==> config.mk <==
export PLATFORM = sky130hd
export DESIGN_NAME = exibe_sequencia
export DESIGN_NICKNAME = d
export VERILOG_FILES = /design/src/rtl/jogo_pkg.sv /design/src/rtl/contador_tempo.sv /design/src/rtl/exibe_sequencia.sv
export SDC_FILE = /design/constraint.sdc
export NUM_CORES = 1
export LEC_CHECK = 0
export ABC_AREA = 1
export CAP_MARGIN = 0
export CORE_UTILIZATION = 40
export DETAILED_ROUTE_END_ITERATION = 12
export PLACE_DENSITY_LB_ADDON = 0.08
export SLEW_MARGIN = 20
export SYNTH_ARGS = -nofsm -noshare
export SYNTH_HDL_FRONTEND = slang
export SYNTH_SLANG_ARGS = --single-unit
==> constraint.sdc <==
create_clock -name clock -period 4.2 [get_ports clock]
set_input_delay 0.84 -clock clock [delete_from_list [all_inputs] [get_ports clock]]
set_output_delay 0.84 -clock clock [all_outputs]
set_load 0.01 [all_outputs]
==> src/rtl/jogo_pkg.sv <==
// jogo_pkg: state codes, default timings and timer sizing shared by the memory game datapath.
package jogo_pkg;

   typedef enum logic [3:0] {
      INICIAL  = 4'h0,
      ENDERECA = 4'h1,
      ACENDE   = 4'h2,
      APAGA    = 4'h3,
      PROXIMO  = 4'h4,
      FIM      = 4'hF
   } estado_t;

   localparam int T_ON_PADRAO  = 50_000_000;
   localparam int T_OFF_PADRAO = 25_000_000;

   // At least one bit, so that T_ON = T_OFF = 1 still yields a legal counter.
   function automatic int largura_timer(input int a, input int b);
      int m;
      m = a > b ? a : b;
      return m < 2 ? 1 : $clog2(m);
   endfunction

endpackage

==> src/rtl/contador_tempo.sv <==
// contador_tempo: up counter that wraps after reaching ultimo; fim flags the terminal count.
module contador_tempo #(
   parameter int W = 1
) (
   input  logic         clock,
   input  logic         reset,
   input  logic         zera,
   input  logic         conta,
   input  logic [W-1:0] ultimo,
   output logic         fim
);

   logic [W-1:0] valor;

   assign fim = valor == ultimo;

   always_ff @(posedge clock or negedge reset)
      if (!reset) valor <= '0;
      else if (zera) valor <= '0;
      else if (conta) valor <= fim ? '0 : valor + 1'b1;

endmodule

==> src/rtl/exibe_sequencia.sv <==
// exibe_sequencia: plays ROM entries 0..limite on the leds, T_ON lit then T_OFF dark each, then pulses pronto.
module exibe_sequencia
   import jogo_pkg::*;
#(
   parameter int T_ON  = T_ON_PADRAO,
   parameter int T_OFF = T_OFF_PADRAO
) (
   input  logic       clock,
   input  logic       reset,
   input  logic       iniciar,
   input  logic [3:0] limite,
   input  logic [3:0] dado,
   output logic [3:0] endereco,
   output logic [3:0] leds,
   output logic       exibindo,
   output logic       pronto,
   output logic [3:0] db_estado
);

   localparam int W = largura_timer(T_ON, T_OFF);
   localparam logic [W-1:0] ULT_ON  = W'(T_ON - 1);
   localparam logic [W-1:0] ULT_OFF = W'(T_OFF - 1);

   estado_t    estado, estado_n;
   logic [3:0] endereco_n, leds_n, lim, lim_n;
   logic       zera, conta, fim;

   // One shared timer; only the terminal value changes between lit and dark phases.
   contador_tempo #(.W(W)) u_timer (
      .clock  (clock),
      .reset  (reset),
      .zera   (zera),
      .conta  (conta),
      .ultimo (estado == APAGA ? ULT_OFF : ULT_ON),
      .fim    (fim)
   );

   always_ff @(posedge clock or negedge reset)
      if (!reset) begin
         estado   <= INICIAL;
         endereco <= '0;
         leds     <= '0;
         lim      <= '0;
      end else begin
         estado   <= estado_n;
         endereco <= endereco_n;
         leds     <= leds_n;
         lim      <= lim_n;
      end

   always_comb begin
      estado_n   = estado;
      endereco_n = endereco;
      leds_n     = leds;
      lim_n      = lim;
      zera       = 1'b0;
      conta      = 1'b0;
      case (estado)
         INICIAL: begin
            zera = 1'b1;
            if (iniciar) begin
               endereco_n = '0;
               lim_n      = limite;
               estado_n   = ENDERECA;
            end
         end
         ENDERECA: begin
            zera     = 1'b1;
            leds_n   = dado;
            estado_n = ACENDE;
         end
         ACENDE: begin
            conta = 1'b1;
            if (fim) begin
               zera     = 1'b1;
               leds_n   = '0;
               estado_n = APAGA;
            end
         end
         APAGA: begin
            conta = 1'b1;
            if (fim) begin
               zera     = 1'b1;
               estado_n = PROXIMO;
            end
         end
         // Strict compare keeps endereco from ever wrapping past limite.
         PROXIMO: begin
            if (endereco < lim) begin
               endereco_n = endereco + 4'd1;
               estado_n   = ENDERECA;
            end else estado_n = FIM;
         end
         FIM:     estado_n = INICIAL;
         default: estado_n = INICIAL;
      endcase
   end

   assign exibindo  = estado != INICIAL && estado != FIM;
   assign pronto    = estado == FIM;
   assign db_estado = estado;

endmodule
==> results of run 1 <==
-- power groups by stage --
stage / registers [mW] / clock network [mW] / logic [mW]
final: 0.404 / 0.279 / 0.0194
after global routing: 0.404 / 0.303 / 0.0225
after CTS: 0.404 / 0.290 / 0.0184
after detailed placement: 0.412 / 0 / 0.0183
after global placement: 0.412 / 0 / 0.0184
after floorplan: 0.412 / 0 / 0.000809
-- worst register-to-register path, delay by kind of cell, from the launching register on --
family                 cells  cell delay (ns)
AND/OR/NAND/NOR            8             0.90
flip-flops                 1             0.44
buffers and inverters      2             0.36
-- worst min path at each step --
stage,endpoint,depth (start not counted),slack [ns]
after floorplan,lim[0],1,0.48
after global placement,leds[3],2,0.47
after detailed placement,leds[1],2,0.47
after CTS,leds[1],2,0.50
after global routing,u_timer.valor[3],1,0.47
final,u_timer.valor[3],1,0.44
-- layer usage --
metal	up-vias	track usage [%]
met5	-	0
met4	0	5.329
met3	7	3.579
met2	25	28.32
met1	997	24.91
li1	1177	-
-- sequential cells by signal, indices dropped and copies added (netlist names) --
register	flops
u_timer.valor	26
db_estado	4
endereco	4
leds	4
lim	4
-- final cells by class --
type / count / area [µm²] / area share, %
multi-input combinational: 259 / 1353 / 44.27
sequential: 42 / 1051 / 34.40
timing repair buffer: 26 / 262.8 / 8.600
inverter: 50 / 197.7 / 6.470
tap: 77 / 96.34 / 3.153
clock buffer: 6 / 82.58 / 2.703
clock inverter: 2 / 12.51 / 0.4095
-- cells by family (layout without fill, tap and decap cells) --
family | Yosys count | after routing | share of synthesized area [%]
AO/OA/AOI/OAI | 25 | 25 | 5.017
XOR/XNOR | 10 | 10 | 3.313
adder cells (fa/ha/maj) | 5 | 5 | 2.366
multiplexers | 2 | 2 | 0.8045
flip-flops | 42 | 42 | 39.75
AND/OR/NAND/NOR | 217 | 217 | 39.66
buffers and inverters | 54 | 84 | 9.086
-- metrics by stage --
stage                     util [%]  hold WS (ns)  cells
final                        48.12        0.4447    462
after global routing         48.12        0.4684    462
after CTS                    47.80        0.4959    461
after global placement       46.31        0.4684    453
after floorplan                  -        0.4797    355
after detailed placement     46.31        0.4748    453
-- Yosys cell counts, types with 3 or more instances --
cell / number / area share, %
sky130_fd_sc_hd__a21oi_1: 7 / 1.3
sky130_fd_sc_hd__dfrtp_1: 42 / 40
sky130_fd_sc_hd__ha_1: 5 / 2.4
sky130_fd_sc_hd__inv_1: 48 / 6.8
sky130_fd_sc_hd__nand2_1: 95 / 13
sky130_fd_sc_hd__nand2_4: 3 / 1.3
sky130_fd_sc_hd__nand3_1: 32 / 6.1
sky130_fd_sc_hd__nand4_1: 8 / 1.9
sky130_fd_sc_hd__nor2_1: 47 / 6.7
sky130_fd_sc_hd__nor2_4: 14 / 6.0
sky130_fd_sc_hd__nor3_1: 8 / 1.5
sky130_fd_sc_hd__o21ai_0: 14 / 2.7
sky130_fd_sc_hd__xor2_1: 8 / 2.7
==> results, run 1 <==
- The static leakage is around 1.4 nW.
- In the layout the commonest cells are sky130_fd_sc_hd__nand2_1, sky130_fd_sc_hd__inv_1, sky130_fd_sc_hd__nor2_1, sky130_fd_sc_hd__dfrtp_1, sky130_fd_sc_hd__nand3_1.
- The netlist area before placement is between 0.002 and 0.003 mm².
- The post-route netlist has 9.870% of its cells at a drive strength greater than 1.
- Traced cell by cell, the critical path runs through inv_1 > nand2_4 > nor2_1 > or2_2 > inv_1 > clkdlybuf4s50_1.
- In this run, synthesis inferred 0 flip-flops with an integrated enable.
- The maximum VDD drop is around 190 µV.
- The number of pins with negative max-slew slack in the final report was 0.
- The largest driver fanout on the critical path is 10.
- Yosys printed 0 warnings.
- The post-synthesis cell type count is 32.
- The cell-internal power is 0.5461 mW.
- The final route contains roughly 2200 vias.
- The number of filler instances in the final layout is 641.
- The share of the cycle needed by the critical path after routing is 64.57%.
- The clock latency on the worst-skew pair is between 0.2 and 0.3 ns.
- When the netlist entered floorplanning its net count stood at about 370.
- The number of buffers added for setup after CTS is 0.
- 0 antenna diodes ended up in the layout.
- The number of global-route vias before repair is ~2100.
- The core area is approximately 0.0063 mm².
- The smallest setup slack after layout is between 1 and 1.5 ns.
- By startpoint and endpoint, the worst setup path is classified as flop to output pin.
- Once layout is done, the placed cells without fillers occupy 0.003055 mm².
- The detailed placer's ending HPWL is between 4000 and 5000 µm.
- In the synthesized netlist the async set-or-reset flop fraction comes to 100.0%.
- The number of gates resized after CTS was 0.
- After the first detailed-routing iteration, the DRC count stood at slightly below 70.
- The clock network power share is between 30% and 40%.
- The initial antenna violation count came to 0.
- The detailed-route DRC error count is 0.
- For this design the total switching power over the nets is ~0.16 mW.
- The die area is roughly 0.007 mm².
- The end of the worst register-to-register path is u_timer.valor[9].
- The worst reg2reg path depth is 10.
- The setup violation total in the final timing report is 0.
- Subtracting the final worst setup slack from the clock period gives around 2.7 ns.
- The measured slew at the worst slew-check pin is between 0.3 and 0.4 ns.
- Dividing the detail-routed wire length by the instance count gives roughly 12 µm.
- The signed area change from the synthesized netlist to the final layout is 15.57%.
- Data arrives at the worst endpoint at about 1.9 ns.
- The most numerous cell type found on the critical path is sky130_fd_sc_hd__inv_1.
- The longest clock path from root to sink contains 2 buffers.
- The instance area at placement is approximately 0.003 mm².
- The final-report hold violation count is 0.
- The worst slew margin relative to its limit is between 70 and 80%.
- Per report_power, the sequential group accounts for a little under three fifths of the total.
- The detailed router put a total of between 2000 and 3000 µm of wire on met1.
- The final RePlAce weighted congestion is about 0.81.
- The setup TNS after final layout is 0 ns.
- The quantity of I/O buffers inserted on ports is 24.
- CTS placed an instance of sky130_fd_sc_hd__clkbuf_8 at the clock tree root.
- For this configuration, the core starts out at a cell density of between 40% and 50%.
- Routed signal wires occupy layers up through met4.
- For this run, the detailed router's first-pass iteration total came to 4.
- The critical path runs through a total of 6 cells.
- The number of ports placed on the die boundary is 25.
- The number of buffers and inverters on the critical path is 3.
- After clock tree synthesis, the clock-pin slew on the worst setup and hold paths is around 0.09 ns.
- The quantity of hold-fixing buffers added after cts is 0.
- The first global-routing pass estimated ~10000 µm of wire.
- The aggregate global routing overflow is 0.
- For this design, the sink count on the clock tree is 42.
- The clock tree from TritonCTS is yes.
- The run finished with clean final reports.
- Among all flip-flop cells after synthesis, the most frequent one is sky130_fd_sc_hd__dfrtp_1.
- The share of total power in combinational logic is approximately 2.8%.
- The total power density per cell area is ~230 mW/mm².
- The final net count is 400.
- The pre-CTS setup slack is 1.805 ns.
- The timing-limited maximum frequency is between 0.3 and 0.4 GHz.
- The endpoint required time on the critical path is between 3 and 4 ns.
- The average via count per standard cell is 4.775.
- The class of the tightest hold or removal check is input pin to async pin.
- The delay of the slowest cell on the worst path is 0.52 ns.
- Entering global routing, the biggest net connects 43 pins.
- Across the run, the number of max-cap violations was 0.
- The most critical setup path has its startpoint at db_estado[2].
- The average instance in the mapped netlist occupies about 7.4 µm².
- Setup repair after global routing left no endpoint under its margin.
- The H-tree generated during clock tree synthesis spans 2 levels.
- The worst setup path is launched from a flop.
- The sequential area share after synthesis is around 40%.
- The total power consumption of the routed design is approximately 0.70 mW.
- The worst register-to-register path begins at db_estado[1].
- Summed over all nets, wire length on met3 after detailed routing comes to 175 µm.
- The cell count after synthesis came out at roughly 360.
- The die boundary height is between 80 and 90 µm.
- The width of the die is roughly 83 µm.
- The synthesis-stage register bit count is 42.
- The residual antenna-violating net count after detailed routing is 0.
- The global router's overall resource usage is 17.97%.
- The routed wire length is 5756 µm.
- The leading cell type in the layout, fill and taps excluded is sky130_fd_sc_hd__nand2_1.
- For flop-to-flop paths, the worst setup slack is around 2.4 ns.
- After floorplanning, the core was divided into 29 placement rows.
- For the final database, setup skew stands at roughly 0.0077 ns.
- The nature of the critical path endpoint is an output pin.
- The number of clock buffers added by TritonCTS is 5.
- The top cell family by delay on the critical path is buffers and inverters.
- The most critical setup path has its endpoint at exibindo.
- For this design, the slowest cell found on the critical path is sky130_fd_sc_hd__clkdlybuf4s50_1.
- The fraction of power spent switching nets is approximately 22%.
- Detailed routing placed a total of roughly 2600 µm of wire on met2.
Note: power is estimated with default switching activity, not from simulation.
==> run 2, diff against run 1 <==
- clock period: 4.2 -> 2.5 ns (I/O delays scaled with it)
==> results, run 2 (synthesis results as in run 1) <==
- The largest driver fanout on the critical path is 10.
- The static leakage is 1.449 nW.
- The nature of the critical path endpoint is an output pin.
- Timing would allow up to around 0.42 GHz.
- Traced cell by cell, the critical path runs through inv_1 > nand2_4 > nor2_1 > or2_2 > inv_1 > clkdlybuf4s50_1.
- The share of the cycle needed by the critical path after routing is between 90 and 100%.
- During placement, the flow inserted port buffers numbering 24.
- The top cell family by delay on the critical path is buffers and inverters.
- The worst clock skew on the final layout is about 0.012 ns.
- The antenna diode count is 0.
- The via count is around 2200.
- The number of standard cells in the layout, taps in and fillers out is around 460.
- Clock latency on the worst-skew pair, taken at its later pin, is around 0.31 ns.
- The leading cell type in the layout, fill and taps excluded is sky130_fd_sc_hd__nand2_1.
- In this run the remaining antenna-violating nets after routing total 0.
- The library cells used most frequently in the layout, excluding fill and tap cells, are sky130_fd_sc_hd__nand2_1, sky130_fd_sc_hd__inv_1, sky130_fd_sc_hd__nor2_1, sky130_fd_sc_hd__dfrtp_1, sky130_fd_sc_hd__nand3_1.
- The number of global-route vias before repair is about 2100.
- The clock tree from TritonCTS is yes.
- The register with the most flip-flops in the final layout is u_timer.valor.
- The longest clock path from root to sink contains 2 buffers.
- The final RePlAce weighted congestion is between 0.8 and 0.9.
- The busiest layer in global routing is met2.
- The H-tree was split into 2 levels.
- Setup violations remaining at the end of the flow were counted as 0.
- For this run, design rule violations remaining after detail routing come to 0.
- Global routing used 17.90% of the available tracks across all layers.
- For this block, the routed nets add up to 5870 µm of wire.
- Entering global routing, the biggest net connects 27 pins.
- On the critical path, the stage with the largest delay is an instance of sky130_fd_sc_hd__clkdlybuf4s50_1.
- In this run the power density over the cells is between 400 and 500 mW/mm².
- Counting cells, the worst reg-to-reg path comes to 10.
- The number of flip-flops under the largest register name is 26.
- The area of all sequential standard cells is 0.001051 mm².
- The clock-pin slew reported for the worst setup and hold paths after clock tree synthesis is 0.09 ns.
- The number of ports placed on the die boundary is 25.
- The most common cell type on the critical path is sky130_fd_sc_hd__inv_1.
- For this run, the slowest stage of the critical path takes 0.52 ns.
- In the final layout, the multi-input gates occupy 0.001353 mm².
- The data arrival time of the critical path is ~1.9 ns.
- The clock root buffer is sky130_fd_sc_hd__clkbuf_8.
- Once the floorplan was initialized, standard cells occupied approximately two fifths of the core.
- The initial antenna violation count was 0.
- Detailed placement ended at an HPWL of between 4000 and 5000 µm.
- For this run, the post-layout net count is 400.
- Measured against its own limit, the worst slew margin works out to 59.64%.
- The flow ran to the end, and the final reports show no timing, DRC or antenna violations.
- The number of clock buffers added by TritonCTS is 5.
- The final-report hold violation count is 0.
- The maximum VDD drop is around 190 µV.
- Post-CTS repair changed the size of 0 cells.
- Together, buffers and inverters on the worst path number 3.
- The die boundary height is roughly 83 µm.
- The post-route netlist has under 10% of its cells at a drive strength greater than 1.
- The measured slew at the worst slew-check pin is approximately 0.61 ns.
- The die area is 0.006939 mm².
- The tool flagged a number of max-cap violations equal to 0.
- The area growth from synthesis to layout is 15.76%.
- The final worst hold slack is between 0.15 and 0.2 ns.
- Using the TritonRoute via totals, the vias-per-cell ratio works out to around 4.9.
- The instance area at placement is 0.002948 mm².
- The final instance area is 0.003060 mm².
- The detailed-router iteration count before antenna repair is 4.
- The floorplan has 29 rows.
- Global routing used between 20% and 30% of the available met1 tracks.
- Hold repair after CTS inserted 0 buffers.
- The number of stages on the worst setup path is 6.
- The number of buffers added for setup after CTS is 0.
- The number of filler instances in the final layout is ~640.
- The routing usage on met3 is about 2.4%.
- The total clock sinks is between 40 and 50.
- The path class of the tightest hold or removal check is input pin to async pin.
- The number of pins with negative max-slew slack in the final report is 0.
- In the global route stage, met2 resource usage came out at around 28%.
- The minimum clock period after layout is around 2.4 ns.
- The category of the most critical setup path is flop to output pin.
- The setup TNS after final layout is 0 ns.
- The utilization after layout is around 48%.
- The aggregate global routing overflow is 0.
- In this run the standard cell core region covers ~0.0063 mm².
- In this run the horizontal extent of the chip is roughly 83 µm.
- For this block, the initial DRC count from the detailed router was 127.
- The wire length of the first global-routing pass is slightly above 10000 µm.
- In the final routed layout, each cell accounts on average for around 13 µm.
- Setup repair after global routing left no endpoint under its margin.
- The startpoint type of the worst setup path is a flop.
- The count of placed standard cells including taps is 454.
- STA puts the critical path data required time at around 2.0 ns.
## run 2: cell types whose count changed in the layout (fill, tap and decap cells not counted), sizes merged
cell	delta
clkinvlp	-1
inv	+1
bufinv	+1
clkbuf	-1
## run 2: layout make-up
cell class | count | share of cell area [%]
Multi-Input combinational cell | 259 | 44.19
Sequential cell | 42 | 34.34
Timing Repair Buffer | 26 | 8.177
Inverter | 50 | 6.460
Tap cell | 77 | 3.148
Clock buffer | 5 | 2.249
Clock inverter | 3 | 1.431
## run 2: final timing paths
path | startpoint | to | slack, ns
worst max-delay path | db_estado[2] | exibindo | 0.11
worst min-delay path | reset | lim[0] | 0.19
worst max register to register | db_estado[2] | u_timer.valor[25] | 0.68
worst min register to register | leds[1] | leds[1] | 0.49
max in group asynchronous | reset | u_timer.valor[15] | 1.64
min in group clock | leds[1] | leds[1] | 0.49
## run 2: where the power goes
| group | internal (mW) | switching [mW] |
|---|---|---|
| sequential | 0.679 | 0 |
| combinational | 0.0144 | 0.0160 |
| clock | 0.300 | 0.270 |
## run 2: per-layer routing
layer,vias up,part of all wire [%]
li1,1175,-
met1,1030,51
met2,36,45
met3,7,2.8
met4,0,1.5
met5,-,0
## run 2: stage by stage
step / total power, mW / setup slack, ns
2_1_floorplan: 0.6938 / 0.8760
3_3_place_gp: 0.7239 / 0.4703
3_5_place_dp: 0.7238 / 0.4483
4_1_cts: 1.288 / 0.1038
5_1_grt: 1.310 / 0.04110
6_report: 1.279 / 0.1112
==> run 3, diff against run 2 <==
- CORE_UTILIZATION: 40 -> 50
==> results, run 3 (synthesis results as in run 1) <==
- The number of flip-flops under the largest register name is 26.
- The routed wire length is approximately 5700 µm.
- The final net count is 401.
- After filler insertion, the fill cell instance count of the layout stands at around 500.
- The analysis attributes to cell leakage a power of approximately 1.4 nW.
- Setup repair after global routing left no endpoint under its margin.
- After layout, the minimum clock period comes to roughly 2.4 ns.
- The initialized floorplan defines 26 standard-cell rows.
- The width of the die is approximately 75 µm.
- The routed length per instance is 12.40 µm.
- TritonCTS built the clock tree.
- The final-report hold violation count is 0.
- The class of the tightest hold or removal check is input pin to async pin.
- The via count is approximately 2300.
- The nature of the critical path endpoint is an output pin.
- Power spread over the standard cell area amounts to roughly 380 mW/mm².
- Global routing finished with a remaining overflow of 0.
- The critical path is of the flop to output pin type.
- The final worst hold slack is 0.09143 ns.
- STA classifies the critical path startpoint as a flop.
- The worst clock skew on the final layout is roughly 0.0074 ns.
- The clock root buffer is sky130_fd_sc_hd__clkbuf_8.
- Measured in cells, the most critical reg-to-reg path has a length of 10.
- The quantity of I/O buffers inserted on ports is 24.
- Across the VDD grid, the largest voltage drop is 375.9 µV.
- The pre-CTS setup slack is about 0.42 ns.
- Data on the critical path arrives at its endpoint at 1.89 ns.
- The flow ran to the end, and the final reports show no timing, DRC or antenna violations.
- The number of max-cap violations is 0.
- The register bank with the most flops is u_timer.valor.
- The leading cell type in the layout, fill and taps excluded is sky130_fd_sc_hd__nand2_1.
- In this run the remaining antenna-violating nets after routing total 0.
- Once the clock tree was built, the resizer swapped 0 gates to a different size.
- The initial antenna violation count was 0.
- No sink is reached through more buffers than the 2 on the longest clock path.
- Once the floorplan was initialized, standard cells occupied approximately 52% of the core.
- The core area is 0.005107 mm².
- Counting the buffers created by CTS gives 5.
- The proportion of layout cells with a drive suffix above 1 is approximately a tenth.
- In this run the tightest slew margin relative to its limit is roughly 74%.
- Using the TritonRoute via totals, the vias-per-cell ratio works out to between 5 and 6.
- The final RePlAce weighted congestion is ~0.85.
- The signed area change from the synthesized netlist to the final layout is 14.91%.
- The largest net degree at the start of global routing is 18.
- After detailed placement, the total cell area comes to slightly below 0.003 mm².
- For this run, the top clock speed supported by timing is between 0.4 and 0.5 GHz.
- Setup violations remaining at the end of the flow were counted as 0.
- The smallest setup slack after layout is 0.1054 ns.
- Along the worst path, the maximum fanout reaches 10.
- The setup TNS after final layout is 0 ns.
- The clock latency on the worst-skew pair is around 0.29 ns.
- The worst path uses 95.78% of the clock period.
- After legalization and detailed placement, the total HPWL measured about 4400 µm.
- In this run the worst setup path begins at db_estado[2].
- The detailed-route DRC error count is 0.
- Hold repair after CTS inserted 0 buffers.
- The die boundary height is approximately 75 µm.
- The measured slew at the worst slew-check pin is 0.3820 ns.
- The global router's overall resource usage is 23.09%.
- The number of levels in the clock H-tree is 2.
- The iteration-0 DRC count of the detailed router is 96.
- The first TritonRoute pass finished after 4 iterations.
- The capture point of the critical path is exibindo.
- The antenna diode count is 0.
- For the worst setup path, the data required time is approximately 2.0 ns.
- The wire length of the first global-routing pass is between 9000 and 10000 µm.
- The die covers about 0.0056 mm².
- The library cells used most frequently in the layout, excluding fill and tap cells, are sky130_fd_sc_hd__nand2_1, sky130_fd_sc_hd__inv_1, sky130_fd_sc_hd__nor2_1, sky130_fd_sc_hd__dfrtp_1, sky130_fd_sc_hd__nand3_1.
- The clock net in this run drives a total of 42 sinks.
- The worst register-to-register path ends at u_timer.valor[9].
- Clock-pin slew was measured on the worst setup and hold paths at around 0.08 ns.
- The number of global-route vias before repair is between 2000 and 2500.
- The number of pins with negative max-slew slack in the final report is 0.
- The flop-to-flop setup slack is 0.70 ns.
- 25 I/O pins were placed.
- The start of the worst register-to-register path is db_estado[1].
- The final instance area is between 0.003 and 0.004 mm².
- The number of buffers added for setup after CTS is 0.
[run 3: critical path, cell delays in order (launching register included)]
cell	delay [ns]
sky130_fd_sc_hd__dfrtp_1	0.40
sky130_fd_sc_hd__inv_1	0.10
sky130_fd_sc_hd__nand2_4	0.15
sky130_fd_sc_hd__nor2_1	0.09
sky130_fd_sc_hd__or2_2	0.29
sky130_fd_sc_hd__inv_1	0.05
sky130_fd_sc_hd__clkdlybuf4s50_1	0.52
[run 3: area by class of cell]
type	count	area (µm²)	area share, %
clock buffers	7	86.33	2.842
clock inverters	1	5.005	0.1647
multi-input cells	259	1353	44.52
flip-flops and latches	42	1051	34.60
inverters	50	197.7	6.507
well taps	70	87.58	2.883
repair buffers	27	257.7	8.484
[run 3: metrics by stage]
stage          std cells  util (%)  power [mW]
6_report             456     59.48       1.164
5_1_grt              456     59.48       1.216
4_1_cts              456     59.48       1.185
3_5_place_dp         448     57.69      0.7255
3_3_place_gp         448     57.69      0.7245
2_1_floorplan        355         -      0.6938
[run 3: worst min path at each step]
stage	from	to	slack [ns]	depth (start not counted)
CTS	reset	u_timer.valor[25]	0.09	1
detailed placement	reset	leds[1]	0.42	1
floorplan	reset	db_estado[0]	0.20	0
global route	reset	db_estado[1]	0.11	1
global placement	reset	leds[1]	0.42	1
finish	reset	u_timer.valor[24]	0.09	1
[run 3: power breakdown]
group / switching, mW / total (mW) / internal, mW
sequential: 0 / 0.679 / 0.679
combinational: 0.0162 / 0.0317 / 0.0155
clock: 0.230 / 0.453 / 0.223
[run 3: routing by layer]
metal | GRT usage [%] | part of all wire [%]
met1 | 30.92 | 47
met2 | 37.34 | 49
met3 | 4.150 | 2.8
met4 | 8.595 | 1.3
met5 | 0 | 0
